**config.mk**
```make
export PLATFORM = sky130hd
export DESIGN_NAME = jump_ctrl_nested
export DESIGN_NICKNAME = d
export VERILOG_FILES = /design/src/rtl/jump_ctrl_pkg.sv /design/src/rtl/jc_ret_stack.sv /design/src/rtl/jump_ctrl_nested.sv
export SDC_FILE = /design/constraint.sdc
export NUM_CORES = 1
export LEC_CHECK = 0
export ABC_AREA = 1
export BUFFER_PORTS_ARGS = -buffer_cell sky130_fd_sc_hd__clkbuf_2
export CAP_MARGIN = 20
export CORE_MARGIN = 4
export CORE_UTILIZATION = 35
export CTS_CLUSTER_DIAMETER = 80
export DETAILED_ROUTE_END_ITERATION = 16
export PLACE_DENSITY_LB_ADDON = 0.25
export SLEW_MARGIN = 0
export SYNTH_ARGS = -nofsm -noshare
export SYNTH_HDL_FRONTEND = slang
export SYNTH_HIERARCHICAL = 1
export SYNTH_SLANG_ARGS = --single-unit
```
**constraint.sdc**
```tcl
create_clock -name clk -period 6.6 [get_ports clk]
set_input_delay 1.32 -clock clk [delete_from_list [all_inputs] [get_ports clk]]
set_output_delay 1.32 -clock clk [all_outputs]
set_load 0.005 [all_outputs]
```
**src/rtl/jump_ctrl_pkg.sv**
```systemverilog
// ----------------------------------------------------------------------------
// jump_ctrl_pkg
// Shared constants and types for the jump/branch controller:
//   - 6-bit jump opcodes decoded in the fetch stage
//   - FSM state encoding for interrupt vectoring
//   - default interrupt vector table base and stride
// ----------------------------------------------------------------------------
package jump_ctrl_pkg;

    localparam logic [5:0] OP_JMP = 6'b011000;
    localparam logic [5:0] OP_RET = 6'b010000;
    localparam logic [5:0] OP_JV  = 6'b011100;
    localparam logic [5:0] OP_JNV = 6'b011101;
    localparam logic [5:0] OP_JZ  = 6'b011110;
    localparam logic [5:0] OP_JNZ = 6'b011111;

    localparam logic [15:0] VEC_BASE_DEF   = 16'hF000;
    localparam logic [15:0] VEC_STRIDE_DEF = 16'h0010;

    typedef enum logic [1:0] {
        IDLE   = 2'd0,
        VECTOR = 2'd1,
        SAVE   = 2'd2
    } state_t;

endpackage

```
**src/rtl/jc_ret_stack.sv**
```systemverilog
// ----------------------------------------------------------------------------
// jc_ret_stack
// LIFO of interrupt return contexts (return address + saved flags).
// A push stores the address with cleared flags; the flags of the top entry
// are filled in later through the flag-write port.
//
// Ports:
//   clk, reset        clock; synchronous active-low reset (clears the count)
//   i_push            push i_push_addr (ignored when full)
//   i_push_addr       return address to save
//   i_pop             drop the top entry (ignored when empty)
//   i_wr_flag         overwrite the flags of the top entry with i_flag
//   i_flag            flags to store
//   o_top_addr        address of the top entry
//   o_top_flags       flags of the top entry
//   o_count           number of valid entries
//   o_full, o_empty   count == STACK_DEPTH / count == 0
// ----------------------------------------------------------------------------
module jc_ret_stack #(
    parameter int ADDR_W      = 16,
    parameter int FLAG_W      = 2,
    parameter int STACK_DEPTH = 4
) (
    input  logic                               clk,
    input  logic                               reset,
    input  logic                               i_push,
    input  logic [ADDR_W-1:0]                  i_push_addr,
    input  logic                               i_pop,
    input  logic                               i_wr_flag,
    input  logic [FLAG_W-1:0]                  i_flag,
    output logic [ADDR_W-1:0]                  o_top_addr,
    output logic [FLAG_W-1:0]                  o_top_flags,
    output logic [$clog2(STACK_DEPTH+1)-1:0]   o_count,
    output logic                               o_full,
    output logic                               o_empty
);

    localparam int DEPTH_W = $clog2(STACK_DEPTH + 1);
    localparam int IDX_W   = (STACK_DEPTH > 1) ? $clog2(STACK_DEPTH) : 1;
    localparam int ENTRY_W = ADDR_W + FLAG_W;
    localparam logic [DEPTH_W-1:0] FULL_CNT = DEPTH_W'(STACK_DEPTH);

    logic [ENTRY_W-1:0] r_mem [STACK_DEPTH];
    logic [DEPTH_W-1:0] r_count;
    logic [IDX_W-1:0]   w_top_idx;
    logic [IDX_W-1:0]   w_push_idx;

    assign w_top_idx  = IDX_W'(r_count - 1'b1);
    assign w_push_idx = IDX_W'(r_count);
    assign o_full     = (r_count == FULL_CNT);
    assign o_empty    = (r_count == '0);
    assign o_count    = r_count;
    assign o_top_addr  = r_mem[w_top_idx][ENTRY_W-1:FLAG_W];
    assign o_top_flags = r_mem[w_top_idx][FLAG_W-1:0];

    // NOTE: sequential state uses non-blocking assignments so every register
    // samples pre-edge values, regardless of statement order.
    always_ff @(posedge clk) begin
        if (!reset) begin
            r_count <= '0;
        end else if (i_push && !o_full) begin
            r_count <= r_count + 1'b1;
        end else if (i_pop && !o_empty) begin
            r_count <= r_count - 1'b1;
        end
    end

    // NOTE: the storage array has no reset; entries above r_count are never
    // read as valid, so clearing the count is enough to invalidate them.
    always_ff @(posedge clk) begin
        if (i_push && !o_full) begin
            r_mem[w_push_idx] <= {i_push_addr, {FLAG_W{1'b0}}};
        end else if (i_wr_flag && !i_pop && !o_empty) begin
            r_mem[w_top_idx][FLAG_W-1:0] <= i_flag;
        end
    end

endmodule

```
**src/rtl/jump_ctrl_nested.sv**
```systemverilog
// ----------------------------------------------------------------------------
// jump_ctrl_nested
// Jump/branch controller for the fetch stage with vectored, nestable
// interrupts. Decodes jump opcodes against execute-stage flags, selects the
// PC redirect target, and pushes/pops return contexts on an internal LIFO.
//
// Ports:
//   clk, reset        clock; synchronous active-low reset
//   jmp_address_pm    jump target from program memory
//   current_address   PC of the instruction in decode
//   op                opcode
//   flag_ex           execute-stage flags (bit0 = V, bit1 = Z)
//   irq, irq_mask     level-sensitive requests and enables (0 = highest prio)
//   jmp_loc           redirect target
//   pc_mux_sel        1 = PC takes jmp_loc
//   irq_ack           one-hot acknowledge in the vector cycle
//   flag_restore(_vld) flags returned by RET and their valid strobe
//   depth, stack_full current nesting depth and full indication
//   ret_err           RET issued with an empty stack
// ----------------------------------------------------------------------------
module jump_ctrl_nested
    import jump_ctrl_pkg::*;
#(
    parameter int                 ADDR_W      = 16,
    parameter int                 FLAG_W      = 2,
    parameter int                 NUM_IRQ     = 4,
    parameter int                 STACK_DEPTH = 4,
    parameter logic [ADDR_W-1:0]  VEC_BASE    = ADDR_W'(VEC_BASE_DEF),
    parameter logic [ADDR_W-1:0]  VEC_STRIDE  = ADDR_W'(VEC_STRIDE_DEF)
) (
    input  logic                              clk,
    input  logic                              reset,
    input  logic [ADDR_W-1:0]                 jmp_address_pm,
    input  logic [ADDR_W-1:0]                 current_address,
    input  logic [5:0]                        op,
    input  logic [FLAG_W-1:0]                 flag_ex,
    input  logic [NUM_IRQ-1:0]                irq,
    input  logic [NUM_IRQ-1:0]                irq_mask,
    output logic [ADDR_W-1:0]                 jmp_loc,
    output logic                              pc_mux_sel,
    output logic [NUM_IRQ-1:0]                irq_ack,
    output logic [FLAG_W-1:0]                 flag_restore,
    output logic                              flag_restore_vld,
    output logic [$clog2(STACK_DEPTH+1)-1:0]  depth,
    output logic                              stack_full,
    output logic                              ret_err
);

    localparam int ID_W = (NUM_IRQ > 1) ? $clog2(NUM_IRQ) : 1;

    state_t              r_state;
    state_t              w_next_state;
    logic [ID_W-1:0]     r_id;
    logic [ID_W-1:0]     w_id;
    logic [NUM_IRQ-1:0]  w_pend;
    logic                w_taken;
    logic                w_is_ret;
    logic [ADDR_W-1:0]   w_vec;
    logic [ADDR_W-1:0]   w_push_addr;
    logic                w_push;
    logic                w_pop;
    logic                w_wr_flag;
    logic [ADDR_W-1:0]   w_top_addr;
    logic [FLAG_W-1:0]   w_top_flags;
    logic                w_full;
    logic                w_empty;

    assign w_pend   = irq & irq_mask;
    assign w_is_ret = (op == OP_RET);
    // Vector address wraps modulo 2^ADDR_W.
    assign w_vec    = VEC_BASE + VEC_STRIDE * ADDR_W'(r_id);
    // A jump taken in the accept cycle becomes the return address.
    assign w_push_addr = w_taken ? jmp_address_pm : current_address + 1'b1;

    // Jump condition decode.
    always_comb begin
        unique case (op)
            OP_JMP:  w_taken = 1'b1;
            OP_JV:   w_taken = flag_ex[0];
            OP_JNV:  w_taken = !flag_ex[0];
            OP_JZ:   w_taken = flag_ex[1];
            OP_JNZ:  w_taken = !flag_ex[1];
            default: w_taken = 1'b0;
        endcase
    end

    // Priority encoder: scanning downward leaves the lowest set index.
    always_comb begin
        w_id = '0;
        for (int i = NUM_IRQ - 1; i >= 0; i--) begin
            if (w_pend[i]) begin
                w_id = ID_W'(i);
            end
        end
    end

    always_ff @(posedge clk) begin
        if (!reset) begin
            r_state <= IDLE;
            r_id    <= '0;
        end else begin
            r_state <= w_next_state;
            if (w_push) begin
                r_id <= w_id;
            end
        end
    end

    // NOTE: every signal driven here is given a default first, so no path
    // through the case statement can leave one unassigned and infer a latch.
    always_comb begin
        w_next_state     = r_state;
        jmp_loc          = '0;
        pc_mux_sel       = 1'b0;
        irq_ack          = '0;
        flag_restore     = '0;
        flag_restore_vld = 1'b0;
        ret_err          = 1'b0;
        w_push           = 1'b0;
        w_pop            = 1'b0;
        w_wr_flag        = 1'b0;

        case (r_state)
            VECTOR: begin
                jmp_loc      = w_vec;
                pc_mux_sel   = 1'b1;
                // Suppressed under reset so an aborted interrupt never acks.
                irq_ack      = reset ? (NUM_IRQ'(1) << r_id) : '0;
                w_next_state = SAVE;
            end
            IDLE, SAVE: begin
                if (w_is_ret) begin
                    if (!w_empty) begin
                        jmp_loc          = w_top_addr;
                        pc_mux_sel       = 1'b1;
                        // In SAVE the top flags are not written yet; forward.
                        flag_restore     = (r_state == SAVE) ? flag_ex : w_top_flags;
                        flag_restore_vld = 1'b1;
                        w_pop            = 1'b1;
                    end else begin
                        ret_err = 1'b1;
                    end
                end else if (w_taken) begin
                    jmp_loc    = jmp_address_pm;
                    pc_mux_sel = 1'b1;
                end

                if (r_state == SAVE) begin
                    w_wr_flag    = !w_is_ret;
                    w_next_state = IDLE;
                end else if (!w_is_ret && (w_pend != '0) && !w_full) begin
                    w_push       = 1'b1;
                    w_next_state = VECTOR;
                end
            end
            default: begin
                w_next_state = IDLE;
            end
        endcase
    end

    jc_ret_stack #(
        .ADDR_W      (ADDR_W),
        .FLAG_W      (FLAG_W),
        .STACK_DEPTH (STACK_DEPTH)
    ) u_stack (
        .clk         (clk),
        .reset       (reset),
        .i_push      (w_push),
        .i_push_addr (w_push_addr),
        .i_pop       (w_pop),
        .i_wr_flag   (w_wr_flag),
        .i_flag      (flag_ex),
        .o_top_addr  (w_top_addr),
        .o_top_flags (w_top_flags),
        .o_count     (depth),
        .o_full      (w_full),
        .o_empty     (w_empty)
    );

    assign stack_full = w_full;

endmodule
```
==> key figures <==
Place
  – Detailed placer's ending HPWL: 8494 um
  – Placed cell count: 767
  – GPL Wtd Cong: around 0.81
  – Placed cell areas: around 5000 um^2
  – Worst slack at placement: roughly 2.1 ns
  – Port Buffers: 78

Timing
  – Worst Clk Skew: 0.004580 ns
  – Fmax: between 200 and 250 MHz
  – Final Setup Violations: 0
  – Total negative slack: 0 ns
  – Slew Limit Fails: 0
  – Worst slew pin tran: between 0.9 and 1 ns
  – Slew Limit Headroom: 0.3612
  – Fin crit share: 0.6823
  – Tmin final: 4.503 ns
  – Unrepaired setup endpoints after global routing: false
  – Final WS setup: about 2.1 ns
  – Final hold violation count: 0
  – Hold WS: slightly below 0.5 ns

Global route
  – Grt ovf: 0
  – Initial antenna violation count: 0
  – Largest net degree at the start of global routing: between 40 and 50
  – Vias in the first global route: around 3800
  – Total track usage: 0.1664
  – First-pass GRT wire length: a little under 20000 um

Worst setup path
  – Reg2reg path depth: 12
  – Max FO, Critical Path: 40
  – Worst R2R End: u_stack/r_mem[0][14]
  – Worst Setup End Kind: output port
  – CP startpoint kind: flip-flop
  – Worst r2r src: u_stack/o_count[0]
  – Worst endpoint required time: about 5.3 ns
  – Worst R2R Setup Slack: 2.80 ns
  – Critical path arrival: about 3.2 ns
  – Crit path kind: reg -> out

Yosys
  – Most frequent cell after synthesis: nand2_1
  – Async S/R FF share, synth: 0
  – Synth top area share: 0.4751
  – Sequential-to-total area share from yosys stat: 0.5059
  – Most frequent cells after synthesis: nand2_1 (135), edfxtp_1 (72), nor2_1 (69)
  – Synthesis-stage register bit count: 79
  – Post-Synthesis Cells: roughly 540
  – Post-synthesis cell area: 4551 um^2
  – Yosys warning count: 6
  – Main synth FF type: edfxtp_1
  – EDFF count, synth: between 70 and 80
  – Mapped Nets: ~590
  – Top cells by area, synth: edfxtp_1 (48%), nand2_1 (11%), nor2_1 (5.7%)
  – Synthesized area per cell: 8.458 um^2
  – Synth area leader: edfxtp_1
  – Distinct cell type count after synthesis: 33

CTS
  – Number of setup buffers added after CTS: 0
  – Total CTS buffers: 9
  – Latest clock arrival within the worst-skew pair: 0.33 ns
  – CTS resizes: 0
  – H-Tree Depth: 3
  – CTS tree: yes
  – Clk pin slew, worst setup/hold paths: about 0.060 ns
  – Number of hold buffers added after CTS: 0
  – Clk root buf: clkbuf_16
  – Clock Path Buffers: 2
  – CTS sink cnt: 79

Floorplanning
  – Die area: between 10000 and 15000 um^2
  – Ports: between 70 and 80
  – Initial Utilization: 0.3591
  – Die height: 122.0 um
  – Core Region: 12670 um^2
  – Placement row count: 41
  – Die Wd: 122.0 um

Detailed routing
  – Via density: ~5.0
  – Final ANT Viol Nets: 0
  – Initial DRC Count: roughly 260
  – Final wirelength: around 12000 um
  – DR WL/cell: 15.34 um
  – DRC: 0
  – Pre-Repair DR Iteration Count: 5
  – Routed vias: around 4000

Finish
  – Nets: 660
  – Utilization after layout: 0.4233
  – Inserted Diodes: 0
  – Area Overhead vs Synth: 17.87%
  – Finished Layout Cells: between 700 and 800
  – Layout cell share with drive strength beyond 1: 0.2095
  – # fillers: between 1000 and 1500
  – Design Area, Final: between 5000 and 6000 um^2

Pwr
  – Power, Total: between 1.5 and 2 mW
  – Part of the power in the clock network: 0.293
  – Net Sw Frac: 0.3577
  – Sw Pwr: between 0.6 and 0.7 mW
  – Power density cells: approximately 360 nW/um^2
  – Sequential Power Share: 0.373
  – Combinational Power Share: 0.333
  – Leakage dissipation: about 2.4 nW
  – Internal power: around 1.2 mW
  – VDD IR max: 0.1683 mV

Outcome
  – Outcome: completed

Run
  – Max-cap violation count: 0

Worst hold path
  – Hold path startpoint: r_id[1]
  – Worst hold path endpoint: r_id[1]
  – Worst hold path cell count: 2
  – HP Class: reg -> reg
[registers in the layout (all words and copies together) (netlist names)]
| signal | count |
|---|---|
| r_state | 2 |
| u_stack/o_count | 3 |
| u_stack/r_mem | 72 |
| r_id | 2 |
[cell type report]
class,instances,area [um^2],share of cell area
Clock buffer,9,225.2,0.04199
Clock inverter,7,120.1,0.02239
Inverter,53,198.9,0.03709
Multi-Input combinational cell,381,1882,0.3508
Sequential cell,79,2302,0.4292
Tap cell,172,215.2,0.04012
Timing Repair Buffer,82,420.4,0.07838
[worst max-delay path: stages, from the launching register on]
cell	delay, ns
dfxtp_1	0.31
inv_1	0.04
buf_4	0.36
ha_1	0.59
inv_1	0.64
o21ai_0	0.21
o22ai_1	0.26
nand4_1	0.13
nand2_1	0.10
inv_1	0.04
nand2_1	0.06
clkbuf_2	0.11
[per-layer routing]
layer / global-route usage / vias up / part of all wire
met5: 0 / - / 0
met4: 0.04692 / 0 / 0.014
met3: 0.03203 / 14 / 0.042
met2: 0.2728 / 93 / 0.48
met1: 0.2254 / 1878 / 0.47
li1: - / 1959 / -
[worst max-delay path by stage]
stage                                 to  cells after the start  slack, ns          startpoint
global placement    u_stack/r_mem[1][12]                     10       2.34               op[0]
finish                        jmp_loc[4]                     11       2.10  u_stack/o_count[0]
detailed placement  u_stack/r_mem[1][12]                     10       2.11               op[0]
CTS                           jmp_loc[4]                     11       2.07  u_stack/o_count[0]
floorplan           u_stack/r_mem[0][10]                     12       3.08               op[4]
global route                  jmp_loc[5]                     11       1.88  u_stack/o_count[0]
[cells in the final DEF, fill, tap and decap left out, types with 2 or more instances in the layout]
cell / count
clkbuf_16: 9
nand2_4: 3
xnor2_1: 4
edfxtp_1: 72
nand2_1: 135
bufinv_16: 3
xor2_1: 5
nor3_1: 4
clkbuf_2: 78
ha_1: 4
dfxtp_1: 7
inv_1: 47
nor2_4: 3
nand4_1: 31
clkinv_4: 2
a21oi_1: 8
nand3_1: 32
o21ai_0: 45
nand2_2: 10
nor2_2: 6
buf_4: 4
nor2_1: 67
o22ai_1: 18
inv_2: 6
[power by group through the flow]
stage / registers (mW) / logic, mW / clock network [mW]
finish: 0.717 / 0.641 / 0.564
global route: 0.726 / 0.714 / 0.597
CTS: 0.717 / 0.642 / 0.576
detailed placement: 0.727 / 0.638 / 0
global placement: 0.724 / 0.636 / 0
floorplan: 0.720 / 0.460 / 0
[kinds of logic (layout without fill, tap and decap cells)]
kind of cell | Yosys count | in the layout | share of synthesized area
AO/OA/AOI/OAI | 72 | 72 | 0.08469
XOR/XNOR | 9 | 9 | 0.01732
adder cells (fa/ha/maj) | 4 | 4 | 0.01100
buffers and inverters | 78 | 151 | 0.08166
flip-flops | 79 | 79 | 0.5059
AND/OR/NAND/NOR | 296 | 296 | 0.2994
(Power assumes the default switching activity.)
